## src/rtl/sccb_master.sv

```systemverilog
// SCCB/I2C register master: one write (id, reg, data) or read (id, reg | restart, id, data)
// per accepted command, with programmable quarter-bit timing and optional ACK checking.
module sccb_master #(
    parameter int unsigned CLK_DIV      = 63,
    parameter bit          ACK_CHECK    = 1'b0,
    parameter int unsigned GAP_QUARTERS = 4
) (
    input  logic       clk_cam_i2c,
    input  logic       rst_n,
    input  logic       cmd_valid,
    output logic       cmd_ready,
    input  logic       cmd_rw,
    input  logic [7:0] cmd_id,
    input  logic [7:0] cmd_reg,
    input  logic [7:0] cmd_wdata,
    output logic       rsp_valid,
    output logic [7:0] rsp_rdata,
    output logic       rsp_nack,
    output logic       busy,
    output logic       scl,
    output logic       sda_oe,
    input  logic       sda_i
);

    localparam int unsigned DIV_W = (CLK_DIV > 1) ? $clog2(CLK_DIV) : 1;
    localparam int unsigned QTR_W = 8;
    localparam logic [DIV_W-1:0] DIV_LAST = DIV_W'(CLK_DIV - 1);
    localparam logic [QTR_W-1:0] GAP_LAST = QTR_W'(GAP_QUARTERS - 1);

    localparam logic [2:0] ST_IDLE  = 3'd0;
    localparam logic [2:0] ST_START = 3'd1;
    localparam logic [2:0] ST_BYTE  = 3'd2;
    localparam logic [2:0] ST_STOP  = 3'd3;
    localparam logic [2:0] ST_GAP   = 3'd4;
    localparam logic [2:0] ST_DONE  = 3'd5;

    // Byte slots on the wire; a read restarts at B_ID_R after the first STOP/GAP
    localparam logic [2:0] B_ID_W  = 3'd0;
    localparam logic [2:0] B_REG   = 3'd1;
    localparam logic [2:0] B_WDATA = 3'd2;
    localparam logic [2:0] B_ID_R  = 3'd3;
    localparam logic [2:0] B_RDATA = 3'd4;

    logic [2:0]       state, state_nxt;
    logic [DIV_W-1:0] div_cnt, div_nxt;
    logic [QTR_W-1:0] qtr, qtr_nxt;
    logic [3:0]       bit_idx, bit_nxt;
    logic [2:0]       byte_idx, byte_nxt;
    logic             second, second_nxt;
    logic             nack, nack_nxt;
    logic             rw_q, rw_nxt;
    logic [6:0]       id_q, id_nxt;
    logic [7:0]       reg_q, reg_nxt;
    logic [7:0]       wdata_q, wdata_nxt;
    logic [7:0]       shreg, shreg_nxt;
    logic [7:0]       rsp_rdata_nxt;
    logic             rsp_nack_nxt;
    logic             scl_nxt, sda_oe_nxt;
    logic             quarter_end, last_byte;
    logic [7:0]       tx_byte;

    // Device address LSB is replaced by the phase direction
    logic unused_cmd_id0;
    assign unused_cmd_id0 = cmd_id[0];

    // Next-state, datapath and next-output logic
    always_comb begin
        state_nxt     = state;
        div_nxt       = div_cnt;
        qtr_nxt       = qtr;
        bit_nxt       = bit_idx;
        byte_nxt      = byte_idx;
        second_nxt    = second;
        nack_nxt      = nack;
        rw_nxt        = rw_q;
        id_nxt        = id_q;
        reg_nxt       = reg_q;
        wdata_nxt     = wdata_q;
        shreg_nxt     = shreg;
        rsp_rdata_nxt = rsp_rdata;
        rsp_nack_nxt  = rsp_nack;
        scl_nxt       = 1'b1;
        sda_oe_nxt    = 1'b0;
        tx_byte       = 8'hFF;
        quarter_end   = (div_cnt == DIV_LAST);
        last_byte     = (byte_idx == B_WDATA) || (byte_idx == B_RDATA) ||
                        (rw_q && (byte_idx == B_REG));

        case (state)
            ST_IDLE: begin
                if (cmd_valid) begin
                    state_nxt  = ST_START;
                    div_nxt    = '0;
                    qtr_nxt    = '0;
                    bit_nxt    = '0;
                    byte_nxt   = B_ID_W;
                    second_nxt = 1'b0;
                    nack_nxt   = 1'b0;
                    rw_nxt     = cmd_rw;
                    id_nxt     = cmd_id[7:1];
                    reg_nxt    = cmd_reg;
                    wdata_nxt  = cmd_wdata;
                end
            end
            ST_DONE: begin
                state_nxt = ST_IDLE;
            end
            default: begin
                div_nxt = quarter_end ? '0 : div_cnt + DIV_W'(1);
                if (quarter_end) begin
                    qtr_nxt = qtr + QTR_W'(1);
                    case (state)
                        ST_START: begin
                            if (qtr == QTR_W'(1)) begin
                                state_nxt = ST_BYTE;
                                qtr_nxt   = '0;
                                bit_nxt   = '0;
                            end
                        end
                        ST_BYTE: begin
                            // Data and ACK are both taken at the end of the first high quarter
                            if (qtr == QTR_W'(2)) begin
                                if (bit_idx != 4'd8) begin
                                    shreg_nxt = {shreg[6:0], sda_i};
                                end else if (ACK_CHECK && sda_i && (byte_idx != B_RDATA)) begin
                                    nack_nxt = 1'b1;
                                end
                            end
                            if (qtr == QTR_W'(3)) begin
                                qtr_nxt = '0;
                                if (bit_idx == 4'd8) begin
                                    bit_nxt = '0;
                                    if (nack || last_byte) begin
                                        state_nxt = ST_STOP;
                                    end else begin
                                        byte_nxt = byte_idx + 3'd1;
                                    end
                                end else begin
                                    bit_nxt = bit_idx + 4'd1;
                                end
                            end
                        end
                        ST_STOP: begin
                            if (qtr == QTR_W'(2)) begin
                                state_nxt = ST_GAP;
                                qtr_nxt   = '0;
                            end
                        end
                        ST_GAP: begin
                            if (qtr == GAP_LAST) begin
                                qtr_nxt = '0;
                                if (rw_q && !second && !nack) begin
                                    state_nxt  = ST_START;
                                    second_nxt = 1'b1;
                                    byte_nxt   = B_ID_R;
                                end else begin
                                    state_nxt    = ST_DONE;
                                    rsp_nack_nxt = nack;
                                    if (rw_q && !nack) begin
                                        rsp_rdata_nxt = shreg;
                                    end
                                end
                            end
                        end
                        default: begin
                            state_nxt = ST_IDLE;
                        end
                    endcase
                end
            end
        endcase

        case (byte_nxt)
            B_ID_W:  tx_byte = {id_nxt, 1'b0};
            B_REG:   tx_byte = reg_nxt;
            B_WDATA: tx_byte = wdata_nxt;
            B_ID_R:  tx_byte = {id_nxt, 1'b1};
            default: tx_byte = 8'hFF;
        endcase

        // Pad levels for the cycle the state register is about to enter
        case (state_nxt)
            ST_START: begin
                sda_oe_nxt = (qtr_nxt == QTR_W'(1));
            end
            ST_BYTE: begin
                scl_nxt = qtr_nxt[1];
                if ((bit_nxt != 4'd8) && (byte_nxt != B_RDATA)) begin
                    sda_oe_nxt = ~tx_byte[3'd7 - bit_nxt[2:0]];
                end
            end
            ST_STOP: begin
                scl_nxt    = (qtr_nxt != '0);
                sda_oe_nxt = (qtr_nxt != QTR_W'(2));
            end
            default: begin
                scl_nxt    = 1'b1;
                sda_oe_nxt = 1'b0;
            end
        endcase
    end

    // State, datapath and registered outputs
    always_ff @(posedge clk_cam_i2c or negedge rst_n) begin
        if (!rst_n) begin
            state     <= ST_IDLE;
            div_cnt   <= '0;
            qtr       <= '0;
            bit_idx   <= '0;
            byte_idx  <= '0;
            second    <= 1'b0;
            nack      <= 1'b0;
            rw_q      <= 1'b0;
            id_q      <= '0;
            reg_q     <= '0;
            wdata_q   <= '0;
            shreg     <= '0;
            rsp_rdata <= '0;
            rsp_nack  <= 1'b0;
            rsp_valid <= 1'b0;
            cmd_ready <= 1'b1;
            busy      <= 1'b0;
            scl       <= 1'b1;
            sda_oe    <= 1'b0;
        end else begin
            state     <= state_nxt;
            div_cnt   <= div_nxt;
            qtr       <= qtr_nxt;
            bit_idx   <= bit_nxt;
            byte_idx  <= byte_nxt;
            second    <= second_nxt;
            nack      <= nack_nxt;
            rw_q      <= rw_nxt;
            id_q      <= id_nxt;
            reg_q     <= reg_nxt;
            wdata_q   <= wdata_nxt;
            shreg     <= shreg_nxt;
            rsp_rdata <= rsp_rdata_nxt;
            rsp_nack  <= rsp_nack_nxt;
            rsp_valid <= (state_nxt == ST_DONE);
            cmd_ready <= (state_nxt == ST_IDLE);
            busy      <= (state_nxt != ST_IDLE);
            scl       <= scl_nxt;
            sda_oe    <= sda_oe_nxt;
        end
    end

endmodule

```

## config.mk

```make
export PLATFORM = sky130hd
export DESIGN_NAME = sccb_master
export DESIGN_NICKNAME = d
export VERILOG_FILES = /design/src/rtl/sccb_master.sv
export SDC_FILE = /design/constraint.sdc
export NUM_CORES = 1
export LEC_CHECK = 0
export ABC_AREA = 1
export CORE_MARGIN = 4
export CORE_UTILIZATION = 23
export DETAILED_ROUTE_END_ITERATION = 7
export GPL_ROUTABILITY_DRIVEN = 0
export GPL_TIMING_DRIVEN = 1
export SETUP_SLACK_MARGIN = 0.15
export SLEW_MARGIN = 20
export SYNTH_ARGS = -nofsm -noshare
export SYNTH_HDL_FRONTEND = slang
export SYNTH_SLANG_ARGS = --single-unit
```

## constraint.sdc

```tcl
create_clock -name clk_cam_i2c -period 3 [get_ports clk_cam_i2c]
set_input_delay 0.6 -clock clk_cam_i2c [delete_from_list [all_inputs] [get_ports clk_cam_i2c]]
set_output_delay 0.6 -clock clk_cam_i2c [all_outputs]
set_load 0.05 [all_outputs]
```

== Yosys cells after proc, flatten, opt, wreduce, memory -nomap -nowiden ==
Index checks and enable logic that the tools add are counted.

* Output and inout port bits: 14
* Input port bits: 29
* Logic and storage cells: 130
* Register bits: 70

* Add/subtract/negate cells: 5
* Equality and inequality tests: 26
* Bitwise gates (word level): 4
* $lt $le $gt $ge: 1
* Reduce and logical (&&, ||, !) cells: 22
* Multiplexer cells: 55

{| class="wikitable"
|+ Operators with widths
! operator !! count
|-
| $mux W8 || 9
|-
| $mux W3 || 16
|-
| $pmux W8 S4 || 1
|-
| $pmux W8 S3 || 1
|-
| $eq A3 B2 Y1 const B || 7
|-
| $mux W4 || 5
|-
| $pmux W3 S2 || 3
|-
| $eq A8 B1 Y1 const B || 2
|-
| $eq A8 B2 Y1 const B || 2
|-
| $pmux W4 S2 || 2
|-
| $pmux W8 S2 || 1
|-
| $mux W7 || 2
|-
| $eq A3 B1 Y1 const B || 4
|-
| $eq A3 B3 Y1 const B || 4
|-
| $mux W6 || 2
|-
| $pmux W3 S4 || 1
|-
| $pmux W6 S2 || 1
|-
| $reduce_and A6 Y1 || 2
|-
| $logic_not A3 Y1 || 3
|-
| $add A8 B1 Y8 const B || 1
|-
| $ne A4 B4 Y1 const B || 2
|-
| $ne A8 B2 Y1 const B || 1
|-
| $reduce_bool A2 Y1 || 4
|-
| $reduce_bool A8 Y1 || 1
|-
| other kinds (21) || 36
|}

== Longest topological paths before layout ==
* Depth after elaboration: 16
* Gate-level depth with buffers: 22
* Depth with buffers taken out: 22

== Worst setup path after synthesis ==
OpenSTA, ideal clock, no wires.

* Path kind: register to register
* Start point: register byte_idx[0]
* End point: register sda_oe
* Arrival time: 2105 ps
* Clock period less this slack: 2221 ps
* Stages on the path, launching flop included: 23
* Path slack: 779 ps
* Buffers on the path: 0
* Required time: 2883 ps
* Library setup time: 117 ps
* Cell sequence: dfrtp_1 > inv_1 > ha_1 > nand2_1 > nand2_1 > nor2_1 > nand3_1 > nand2_1 > nand3_1 > nand2_1 > nand2_1 > nand2_4 > nand2_2 > nor2_4 > nand2_1 > nand3_1 > nand2_1 > inv_1 > nand2_1 > nand3_1 > nand2_1 > nand2_1 > nand2_1

* Longest elaborated chain between the ends: 16
* Elaborated cells between the ends (all ways): 37
* Those cells by class: add/sub: 1; eq/ne: 10; mux: 20; bitwise: 1; reduce/logical: 5

{| class="wikitable"
|+ RTL lines
! item !! RTL line !! text
|-
| start: declaration || 48 || <nowiki>logic [2:0] byte_idx, byte_nxt;</nowiki>
|-
| start signal: assignment || 230 || <nowiki>byte_idx <= byte_nxt;</nowiki>
|-
| parallel branches: the longest is 8 deep, another holds $add A3 B1 Y3 || n/a ||
|-
| $pmux W3 S2 (*) || 89 || <nowiki>case (state)</nowiki>
|-
| net byte_nxt[0] || 48 ||
|-
| $eq A3 B2 Y1, or another cell as far along || 173 || <nowiki>case (byte_nxt)</nowiki>
|-
| $pmux W8 S4 || 173 ||
|-
| $bmux W1 S3 || 189 || <nowiki>sda_oe_nxt = ~tx_byte[3'd7 - bit_nxt[2:0]];</nowiki>
|-
| $mux W1 (not written as such) || 189 ||
|-
| $not A1 Y1 || 189 ||
|-
| $mux W1 (*) || 188 || <nowiki>if ((bit_nxt != 4'd8) && (byte_nxt != B_RDATA)) begin</nowiki>
|-
| $pmux W1 S3 (*) || 182 || <nowiki>case (state_nxt)</nowiki>
|-
| net sda_oe_nxt || 58 || <nowiki>logic scl_nxt, sda_oe_nxt;</nowiki>
|-
| end signal: assignment || 244 || <nowiki>sda_oe <= sda_oe_nxt;</nowiki>
|-
| end: declaration || 21 || <nowiki>output logic sda_oe,</nowiki>
|}

Mark *: on every way through the listed nets, which the timed path passes. The select of a mux whose other input is x is not followed.
A chain may end at the register's enable or synchronous reset.

== Worst setup path after layout ==
* Start point: register byte_idx[0]
* End point: register sda_oe

* Longest elaborated chain between the ends: 16
* Elaborated cells between the ends (all ways): 37
* Those cells by class: add/sub: 1; eq/ne: 10; mux: 20; bitwise: 1; reduce/logical: 5

{| class="wikitable"
|+ RTL lines
! item !! RTL line
|-
| parallel branches: the longest is 15 deep, another holds $add A3 B1 Y3 || n/a
|-
| $pmux W1 S3 (*) || 182
|-
| net sda_oe_nxt || 58
|}

Marks and branches as above.

==> impl_results.md <==
- Port Buffers: 40
- Worst Path Max Fanout: 7
- Via Count: 3488
- RSZ-0062 raised after global routing: no
- Setup TNS: 0 ns
- Layout cells sized above 1: 0.137
- Synthesized cell area: 0.00398 sq mm
- Avg Vias per Cell: 4.38
- Diode count: 0
- Yosys Warn Count: 0
- Detail Route Antenna Nets: 0
- WL final: 9.53 mm
- Total of max-cap violations: 0
- Worst-Skew Late Latency: 0.33 ns
- Clock buffer depth: 2
- Syn_area_per_cell: 7.70 sq um
- Area Growth Syn to Fin: 26.1%
- DR WL/cell: 12.0 microns
- Startpoint types: flop
- Post-Layout Cell Count: 796
- H-tree depth: 3
- Root Buffer: clkbuf_16
- Largest net degree at the start of global routing: 71
- Tmin final: 2.53 ns
- Worst hold margin: 0.369 ns
- Pleak: 2.47 nW
- Slew headroom: 0.409
- Sequential share of the synthesized area: 0.440
- Most common cell after layout, fill and taps aside: nand2_1
- CORE AREA: 0.0168 sq mm
- Vias in the first global route: 3382
- GRT Total Usage: 0.102
- Critical path required time: 3.22 ns
- Initial antenna violation count: 0
- Clock transition at path regs: 0.06 ns
- FMAX: 396 MHz
- Sink Count: 70
- Placed Area: 0.00468 sq mm
- Die area: 0.0195 sq mm
- Die X: 140 microns
- Yosys reg bits: 70
- FF-to-FF path depth: 20
- Slew Limit Fails: 0
- Final setup fails: 0
- DRC viols: 0
- Initial core utilization: 0.238
- Hold buffers post-CTS: 0
- Syn_nets: 557
- Total global routing overflow: 0
- First-pass GRT wire length: 16.4 mm
- Worst endpoint data arrival time: 2.75 ns
- Hold crit path type: input port to asynchronous set/reset pin
- Critical path type: flop to flop
- Worst IR drop on VDD: 0.267 mV
- Ports: 43
- Power Density: 407 mW/mm^2
- Status: finished, final reports clean
- Post-DP HPWL: 7.15 mm
- Placement Rows: 47
- Fin area: 0.00502 sq mm
- Die Span Y: 140 microns
- Worst-Margin Slew: 0.887 ns
- Period utilization: 0.843
- CTS buffer count: 9
- Distinct cells, synth: 46
- DRT iter0 DRCs: 229
- Final Skew: 0.00670 ns
- CTS tree: built
- Nets@finish: 612
- Final Hold Fails: 0
- Critical Path Sink Type: flop
- Commonest cells after routing, fill and taps aside: nand2_1, dfrtp_1, inv_1
- Placed Instances: 777
- Syn Inst Count: 517
- Drt first pass iters: 5
## logic make-up after synthesis
group           share of synthesized area
xor+xnor                          0.00660
flops                               0.440
buf+inv                            0.0811
fa+ha+maj                          0.0346
other cells                      0.000942
compound gates                     0.0914
simple gates                        0.339
mux                               0.00565
## sequential cells by signal (all words and copies together) (netlist names), 3 cells and up
name,flops
rsp_rdata,8
state,3
reg_q,8
qtr,8
bit_idx,4
wdata_q,8
byte_idx,3
div_cnt,6
id_q,7
shreg,8
## worst paths after layout
path	slack [ns]	start	endpoint
setup / recovery	0.47	byte_idx[0]$_DFF_PN0_	sda_oe$_DFF_PN0_
hold / removal	0.37	rst_n	qtr[4]$_DFF_PN0_
setup reg to reg	0.47	byte_idx[0]$_DFF_PN0_	sda_oe$_DFF_PN0_
hold reg to reg	0.48	wdata_q[3]$_DFF_PN0_	wdata_q[3]$_DFF_PN0_
max in group asynchronous	1.97	rst_n	byte_idx[0]$_DFF_PN0_
min in group clk_cam_i2c	0.48	wdata_q[3]$_DFF_PN0_	wdata_q[3]$_DFF_PN0_
## critical path, stage by stage (launching register included)
cell and delay (ns):
dfrtp_2 0.41, inv_1 0.12, ha_1 0.23, nand2_1 0.06, nand2_1 0.06, nor2_2 0.21, nand3_2 0.15, nand2_1 0.08
nand3_1 0.06, nand2_1 0.10, nand2_1 0.07, nand2_2 0.14, nand3_2 0.13, nand2_4 0.13, nand2_1 0.06, nand3_1 0.07
nand3_1 0.09, nand3_1 0.09, nand2_1 0.05, nand2_1 0.06, nand2_1 0.05
## synth_stat cells (all sizes together)
master    n  area [sq um]
a21o      1          7.51
nand3    45           260
nor2     47           234
o21ai    31           159
mux2      2          22.5
a22o      1          8.76
ha       11           138
o21a      2          15.0
o22ai     2          12.5
xor2      3          26.3
nand4    11          68.8
a21oi    17           100
and3      1          6.26
o311ai    1          8.76
conb      1          3.75
clkinv    2          12.5
nor4      1          6.26
a41oi     1          8.76
buf       7          50.1
dfstp     2          52.6
clkbuf    3          11.3
nand3b    1          7.51
nand2   173           694
nor3      8          40.0
a31o      2          17.5
nor3b     2          15.0
o221ai    2          17.5
o32ai     1          8.76
or2       3          18.8
inv      65           249
dfrtp    68          1700
## what timing repair did
| item | CTS | global route |
|---|---|---|
| setup buffers | 0 | 4 |
| gates resized for setup | 0 | 3 |
| setup endpoints to repair | 0 | 1 |
## layer usage
layer,wire length (microns),global-route usage,vias to the layer above
li1,-,-,1764
met1,4490,0.137,1626
met2,4340,0.156,83
met3,488,0.0292,15
met4,206,0.0413,0
met5,0,0,-
## final cells by class
class,count,area [sq um]
fillers,1796,11700
multi-input cells,370,1910
flip-flops and latches,70,1760
repair buffers,54,528
well taps,220,275
inverters,67,262
clock buffers,10,239
clock inverters,5,50.0
## power breakdown
group / switching [mW] / internal [mW]
combinational: 0.0286 / 0.0317
clock: 0.384 / 0.654
sequential: 0.000290 / 0.946
## stage by stage
stage	util	setup slack (ns)	power, mW
floorplan	-	0.779	0.969
global placement	0.279	0.206	1.03
detailed placement	0.279	0.191	1.02
CTS	0.297	0.305	2.08
global route	0.300	0.176	2.12
finish	0.300	0.472	2.04
(Power assumes the default switching activity.)
